## config.mk

```make
export PLATFORM = sky130hd
export DESIGN_NAME = wb_write_arbiter
export DESIGN_NICKNAME = d
export VERILOG_FILES = /design/src/rtl/wb_write_arbiter.sv
export SDC_FILE = /design/constraint.sdc
export NUM_CORES = 1
export LEC_CHECK = 0
export BUFFER_PORTS_ARGS = -buffer_cell sky130_fd_sc_hd__buf_2
export CAP_MARGIN = 20
export CORE_ASPECT_RATIO = 1.2
export CORE_UTILIZATION = 59
export DETAILED_ROUTE_END_ITERATION = 6
export PLACE_DENSITY = 0.83
export SLEW_MARGIN = 15
export SYNTH_ARGS = -nofsm -noshare
export SYNTH_HDL_FRONTEND = slang
export SYNTH_SLANG_ARGS = --single-unit
```

## constraint.sdc

```tcl
create_clock -name clk -period 5.5 [get_ports clk]
set_clock_uncertainty 0.05 [all_clocks]
set_input_delay 1.1 -clock clk [delete_from_list [all_inputs] [get_ports clk]]
set_output_delay 1.1 -clock clk [all_outputs]
set_load 0.05 [all_outputs]
```

## src/rtl/wb_write_arbiter.sv

```systemverilog
// Writeback arbiter: merges ALU and queued load results onto the single register-file write port.
// Optional WB_LOAD_BYPASS_EN lets a load skip the empty queue when the port is otherwise idle.
module wb_write_arbiter #(
    parameter int DATA_WIDTH   = 32,
    parameter int ADR_WIDTH    = 5,
    parameter int LQ_DEPTH     = 4,
    parameter int STARVE_LIMIT = 3
) (
    input  logic                        clk,
    input  logic                        rst,
    input  logic                        aluValid,
    input  logic [ADR_WIDTH-1:0]        aluAdr,
    input  logic [DATA_WIDTH-1:0]       aluData,
    output logic                        aluReady,
    input  logic                        ldValid,
    input  logic [ADR_WIDTH-1:0]        ldAdr,
    input  logic [DATA_WIDTH-1:0]       ldData,
    output logic                        ldReady,
    output logic                        writeEnable,
    output logic [ADR_WIDTH-1:0]        writeAdr,
    output logic [DATA_WIDTH-1:0]       writeData,
    output logic [$clog2(LQ_DEPTH):0]   lqCount
);

    localparam int PTR_W = $clog2(LQ_DEPTH);
    localparam int CNT_W = PTR_W + 1;

    logic [ADR_WIDTH-1:0]  lq_adr  [LQ_DEPTH];
    logic [DATA_WIDTH-1:0] lq_data [LQ_DEPTH];
    logic [PTR_W-1:0]      wr_ptr, rd_ptr;
    logic [CNT_W-1:0]      count;
    logic [3:0]            starve_cnt;

    logic                  empty, full, force_ld;
    logic                  push, pop, alu_sel, bypass, sel_valid;
    logic [ADR_WIDTH-1:0]  sel_adr;
    logic [DATA_WIDTH-1:0] sel_data;

    assign empty    = (count == '0);
    assign full     = (count == CNT_W'(LQ_DEPTH));
    assign force_ld = (starve_cnt == 4'(STARVE_LIMIT)) && !empty;
    assign ldReady  = !full;
    assign lqCount  = count;
    assign aluReady = !force_ld;
    // A full queue refuses the push even when the head pops in the same cycle.
    assign push     = ldValid && !full && !bypass;

    // NOTE: every always_comb output gets a default first so no path leaves it unassigned (no latch).
    always_comb begin
        alu_sel   = 1'b0;
        pop       = 1'b0;
        bypass    = 1'b0;
        sel_valid = 1'b0;
        sel_adr   = lq_adr[rd_ptr];
        sel_data  = lq_data[rd_ptr];
        if (force_ld) begin
            pop       = 1'b1;
            sel_valid = 1'b1;
        end else if (aluValid) begin
            alu_sel   = 1'b1;
            sel_valid = 1'b1;
            sel_adr   = aluAdr;
            sel_data  = aluData;
        end else if (!empty) begin
            pop       = 1'b1;
            sel_valid = 1'b1;
`ifdef WB_LOAD_BYPASS_EN
        end else if (ldValid) begin
            bypass    = 1'b1;
            sel_valid = 1'b1;
            sel_adr   = ldAdr;
            sel_data  = ldData;
`endif
        end
    end

    // NOTE: queue storage has no reset; the pointers and count alone define which entries are live.
    always_ff @(posedge clk) begin
        if (push) begin
            lq_adr[wr_ptr]  <= ldAdr;
            lq_data[wr_ptr] <= ldData;
        end
    end

    // NOTE: sequential state uses non-blocking assignments so every register samples pre-edge values.
    always_ff @(posedge clk or posedge rst) begin
        if (rst) begin
            wr_ptr <= '0;
            rd_ptr <= '0;
            count  <= '0;
        end else begin
            if (push) wr_ptr <= wr_ptr + PTR_W'(1);
            if (pop)  rd_ptr <= rd_ptr + PTR_W'(1);
            case ({push, pop})
                2'b10:   count <= count + CNT_W'(1);
                2'b01:   count <= count - CNT_W'(1);
                default: count <= count;
            endcase
        end
    end

    always_ff @(posedge clk or posedge rst) begin
        if (rst) begin
            starve_cnt <= '0;
        end else if (pop || empty) begin
            starve_cnt <= '0;
        end else if (alu_sel && (starve_cnt != 4'(STARVE_LIMIT))) begin
            starve_cnt <= starve_cnt + 4'd1;
        end
    end

    // Writes to x0 still consume their slot but never assert the write enable.
    always_ff @(posedge clk or posedge rst) begin
        if (rst) begin
            writeEnable <= 1'b0;
            writeAdr    <= '0;
            writeData   <= '0;
        end else if (sel_valid) begin
            writeEnable <= (sel_adr != '0);
            writeAdr    <= sel_adr;
            writeData   <= sel_data;
        end else begin
            writeEnable <= 1'b0;
        end
    end

endmodule

```

==> run summary, run 1 <==
Vias in the first global route = 4,747
Final Cycle Share = 56.03%
Rows = 45
DP Worst Slack = 2072 ps
Clock Latency Late Sink = 420 ps
Via count = 4,668
Gr usage total = 26.32%
Maxcap violations = 0
Worst Tran Pin Value = 1086 ps
Reg2Reg Depth = 10
Number of routed nets with antenna violations = 0
Syn Inst Count = 451
Synth Cell Area = 7701 um2
Asr flop ratio synth = 24.87%
WL final = 16,720 um
Flops & latches, synth = 197
CTS Sinks = 197
Root cell of the clock tree = clkbuf_16
Final worst slack = 2418 ps
Max IR drop VDD = 0.3430 mV
Peak Freq = 324.5 MHz
Initial Utilization = 60.79%
Crit start category = input port
Synth top area share = 57.71%
Synth cell count leaders = edfxtp_1, nand2_1, dfrtp_1
Hold wc startpoint = starve_cnt[0]
Count of unique library cells instantiated by Yosys = 30
Most common cell in the netlist = edfxtp_1
Drt drc = 0
Setup CP Type = in2reg
Setup crit end kind = flip-flop
Placer Congestion = 0.7987
# Post-CTS Setup Buffers = 0
Fin Setup TNS = 0 ps
Worst slew margin = 27.57%
Fin. max-slew vios = 0
Placed cell area = 8439 um2
Pin count of the biggest net entering global routing = 50
Post_cts resized = 0
Layout cells sized above 1 = 34.93%
Die height = 127.2 um
CTS buffer count = 17
Routed vias/inst = 6.224
Critical path data arrival time = 3380 ps
Seq/Total Area, Yosys = 73.63%
Layout Utilization = 71.66%
I/O Pins = 121
H-tree depth = 4
Largest cells by area after synthesis = edfxtp_1, dfrtp_1, mux4_2
DR WL/cell = 22.29 um
GRT Residual Overflow = 0
Yosys top cell by area = edfxtp_1
Post-synth EDFFs = 148
Max FO, Critical Path = 36
Placed Instances = 715
CP required = 5800 ps
P_leak = 3.406 nW
Worst r2r src = starve_cnt[0]
Worst min path class = reg2reg
Status = complete, no violations
Hold_buf cts = 0
Layout area overhead = 17.89%
First-pass GRT wire length = 25,540 um
Drt first pass iters = 5
Hold_ws = 428.9 ps
Hold path depth = 1
RSZ-0062 raised after global routing = false
Antenna violations before repair = 1
Pwr/cell area = 594.2 nW/um2
Final min period = 3082 ps
Final nets = 656
Syn Nets = 536
Port bufs = 120
Synthesized area per cell = 17.08 um2
Final Hold Viols = 0
Starting DRC count in detailed routing = 435
Ys flop type = edfxtp_1
Clock buffer depth = 2
Total core area = 12,670 um2
FF-to-FF End = lqCount[2]
Worst hold endpoint = starve_cnt[0]
Die area = 13,520 um2
CTS tree = built
Final instance area = 9079 um2
Pwr Total = 5.394 mW
Synth warn = 0
Final Non-Filler Cells = 750
Clock Pin Slew Worst Setup and Hold Paths = 70 ps
# setup viols final = 0
Die width = 106.3 um
Post-DP HPWL = 10,050 um
Reg2Reg Setup Slack = 2670 ps
where the power goes:
group	switching [mW]	leakage, nW	internal (mW)
Sequential	0.267	1.92	2.01
Combinational	1.23	1.19	0.633
Clock	0.519	0.294	0.736
Total	2.01	3.41	3.38
routing by layer:
layer	vias up	part of all wire (%)	global-route usage, %
li1	2017	-	-
met1	2352	36	31.25
met2	249	54	44.65
met3	50	6.8	6.224
met4	0	3.5	14.22
met5	-	0	0
kinds of logic after synthesis:
family / after synthesis / share of synthesized area, %
multiplexers: 42 / 11.47
buffers and inverters: 33 / 1.933
flip-flops: 197 / 73.63
AND/OR/NAND/NOR: 91 / 4.858
XOR/XNOR: 8 / 0.9097
adder cells (fa/ha/maj): 7 / 1.235
AO/OA/AOI/OAI: 73 / 5.962
state kept, by name, indices dropped and copies added, names as in the netlist:
name / cells
lqCount: 3
rd_ptr: 2
lq_adr: 20
lq_data: 128
writeAdr: 5
writeData: 32
writeEnable: 1
wr_ptr: 2
starve_cnt: 4
worst max path at each step:
| stage | from | end | depth (start not counted) |
|---|---|---|---|
| 3_5_place_dp | aluValid | lqCount[2] | 10 |
| 6_report | aluValid | lqCount[2] | 10 |
| 3_3_place_gp | aluValid | lqCount[2] | 10 |
| 2_1_floorplan | lqCount[1] | lq_adr[0][0] | 3 |
| 5_1_grt | aluValid | lqCount[2] | 10 |
| 4_1_cts | aluValid | lqCount[2] | 10 |
cells in the final DEF (no fill, tap or decap), types with 4 or more instances in the layout:
cell type and instances:
mux2i_1 5, xor2_1 4, nand2_1 69, xnor2_1 4
dfrtp_1 47, clkbuf_16 18, buf_4 5, mux4_2 37
buf_2 120, edfxtp_1 148, inv_1 6, and3_2 4
a21oi_1 4, a31oi_1 32, ha_1 6, o22ai_1 32
nor2_1 10
final cells by class:
| cell class | instances | area (um2) |
|---|---|---|
| Multi-Input combinational cell | 221 | 1893 |
| Timing Repair Buffer | 126 | 658.1 |
| Clock inverter | 10 | 118.9 |
| Clock buffer | 22 | 495.5 |
| Sequential cell | 197 | 5673 |
| Fill cell | 786 | 3590 |
| Antenna cell | 2 | 5.005 |
| Tap cell | 164 | 205.2 |
| Inverter | 8 | 30.03 |
critical path, stage by stage:
cell and delay (ps):
buf_2 110, inv_2 500, nor2_1 160, nor2_1 360, ha_1 270, inv_1 70
fa_1 370, xor2_1 150, nor2_1 110, xor2_1 170
Power figures use the tool's default switching activity.
==> run 2: changes to the inputs <==
- CORE_UTILIZATION: 59 -> 56
- PLACE_DENSITY: 0.83 -> 0.79
- clock period: 5.5 -> 2.92 ns (I/O delays scaled with it)
==> run 2 against run 1 <==
Against the previous run: core utilization fell by 3.3 points; worst hold slack worse by 300 ps; sequential power increased by 85%; register-to-register slack got worse by 2500 ps; global-route usage shrank 2.4 points; via count shrank 2.0%.
==> run summary, run 2 (synthesized netlist as in run 1, its figures left out) <==
Regs by FF count = lq_data: 128 flops, writeData: 32 flops, lq_adr: 20 flops
Post-DP HPWL = 9859 um (-1.9%)
Post_cts resized = 0 (unchanged)
CTS buffer count = 17 (unchanged)
WL final = 16,250 um (-2.8%)
Gr usage total = 23.93% (-2.4 points)
Hold_buf cts = 0 (unchanged)
Max IR drop VDD = 0.5652 mV (+65%)
Final instance area = 9094 um2 (+0.17%)
GRT Residual Overflow = 0 (unchanged)
Total core area = 13,300 um2 (+4.9%)
Crit-path cells = ha_1 > nor3b_1 > nor2_1 > nor2_1 > ha_1 > inv_1 > fa_1 > xor2_1 > nor2_1 > xor2_1
Die width = 109.1 um (+2.6%)
Status = complete, no violations
Number of routed nets with antenna violations = 0 (unchanged)
Worst min path class = in2async
Die height = 130.5 um (+2.6%)
# Post-CTS Setup Buffers = 0 (unchanged)
Peak Freq = 365.8 MHz
Initial Utilization = 57.92% (-2.9 points)
Most frequent CP cell = nor2_1
Drt drc = 0 (unchanged)
Antenna violations before repair = 2 (+1)
H-tree depth = 4 (unchanged)
Worst slew margin = 55.38% (+28 points)
Port bufs = 120 (unchanged)
Worst Path Buf+Inv = 1 (-2)
Clock Latency Late Sink = 420 ps (about the same)
Clock Pin Slew Worst Setup and Hold Paths = 70 ps (about the same)
Root cell of the clock tree = clkbuf_16
P_leak = 3.421 nW (+0.43%)
Reg2Reg Setup Slack = 190 ps (-2480 ps)
CTS tree = built
First-pass GRT wire length = 24,320 um (-4.8%)
Placed cell area = 8519 um2 (+0.95%)
Crit start category = flip-flop
RSZ-0062 raised after global routing = false
Starting DRC count in detailed routing = 307 (-29%)
Max reg flops = 128 (unchanged)
Final Cycle Share = 93.61%
# setup viols final = 0 (unchanged)
CP required = 3200 ps (-2600 ps)
Biggest register = lq_data
Drt first pass iters = 4 (-1)
Final min period = 2734 ps
Routed vias/inst = 6.005 (-3.5%)
Layout area overhead = 18.08%
I/O Pins = 121 (unchanged)
Critical path data arrival time = 3020 ps (-360 ps)
Max FO, Critical Path = 4 (-89%)
Setup CP Type = reg2reg
Final Hold Viols = 0 (unchanged)
Clock buffer depth = 2 (unchanged)
Worst Tran Pin Value = 669.3 ps (-417.1 ps)
Fin Setup TNS = 0 ps (unchanged)
Maxcap violations = 0 (unchanged)
Die area = 14,230 um2 (+5.3%)
Setup crit end kind = flip-flop
CP max stage cell = fa_1
Layout cells sized above 1 = 36.09% (+1.2 points)
Fin. max-slew vios = 0 (unchanged)
CP peak stage delay = 400 ps (-100 ps)
Rows = 46 (+2.2%)
CTS Sinks = 197 (unchanged)
DR WL/cell = 21.32 um (-4.4%)
Commonest cells after routing, fill and taps aside = edfxtp_1, buf_2, nand2_1
Crit-path leading delay family = simple AND/OR/NAND/NOR gates
Pin count of the biggest net entering global routing = 38 (-24%)
Final nets = 665 (+1.4%)
Layout Utilization = 68.40% (-3.3 points)
Pwr/cell area = 1101 nW/um2 (+85%)
Placer Congestion = 0.7392 (-7.4%)
Commonest non-fill, non-tap cell in the layout = edfxtp_1
Vias in the first global route = 4,599 (-3.1%)
Via count = 4,576 (-2.0%)
-- run 2: per-layer routing --
layer	track usage (%)	routed length (um)
met5	0	10
met4	9.618	237
met3	5.357	1002
met2	40.88	8796
met1	29.71	6201
-- run 2: final timing paths --
path / start / end / cells after the start
min: rst / writeAdr[2] / 2
max: starve_cnt[0] / lqCount[2] / 10
min reg2reg: starve_cnt[0] / starve_cnt[0] / 1
min in group clk: ldData[31] / lq_data[3][31] / 1
max reg2reg: starve_cnt[0] / lqCount[2] / 10
max in group asynchronous: rst / rd_ptr[1] / 3
-- run 2: report_power, final --
group / internal [mW] / switching [mW]
combinational: 1.23 / 2.34
clock: 1.19 / 1.04
sequential: 3.78 / 0.427
total: 6.21 / 3.80
-- run 2: through the flow --
step	worst slack (ps)	power, mW	hold slack, ps	std cells
3_3_place_gp	525.3	7.681	388.4	729
6_report	186.5	10.01	129.5	762
4_1_cts	182.2	10.08	137.6	761
2_1_floorplan	105.3	6.868	380.5	451
3_5_place_dp	341.3	7.819	402.0	729
5_1_grt	0.7099	10.48	161.0	762
-- run 2: final cells by class --
type                            count  area (um2)
Sequential cell                   197        5673
Timing Repair Buffer              135       713.2
Inverter                            8       30.03
Antenna cell                        1       2.502
Tap cell                          168       210.2
Multi-Input combinational cell    221        1893
Clock inverter                     15       146.4
Fill cell                         886        4202
Clock buffer                       17       425.4
-- run 2: worst register-to-register path: cells and delay by family, from the launching register on --
family	cells	cell delay (ps)
and+or+nand+nor	4	940
buffers and inverters	1	70
DFF	1	370
adders and majority gates	3	860
xor gates and xnor gates	2	360
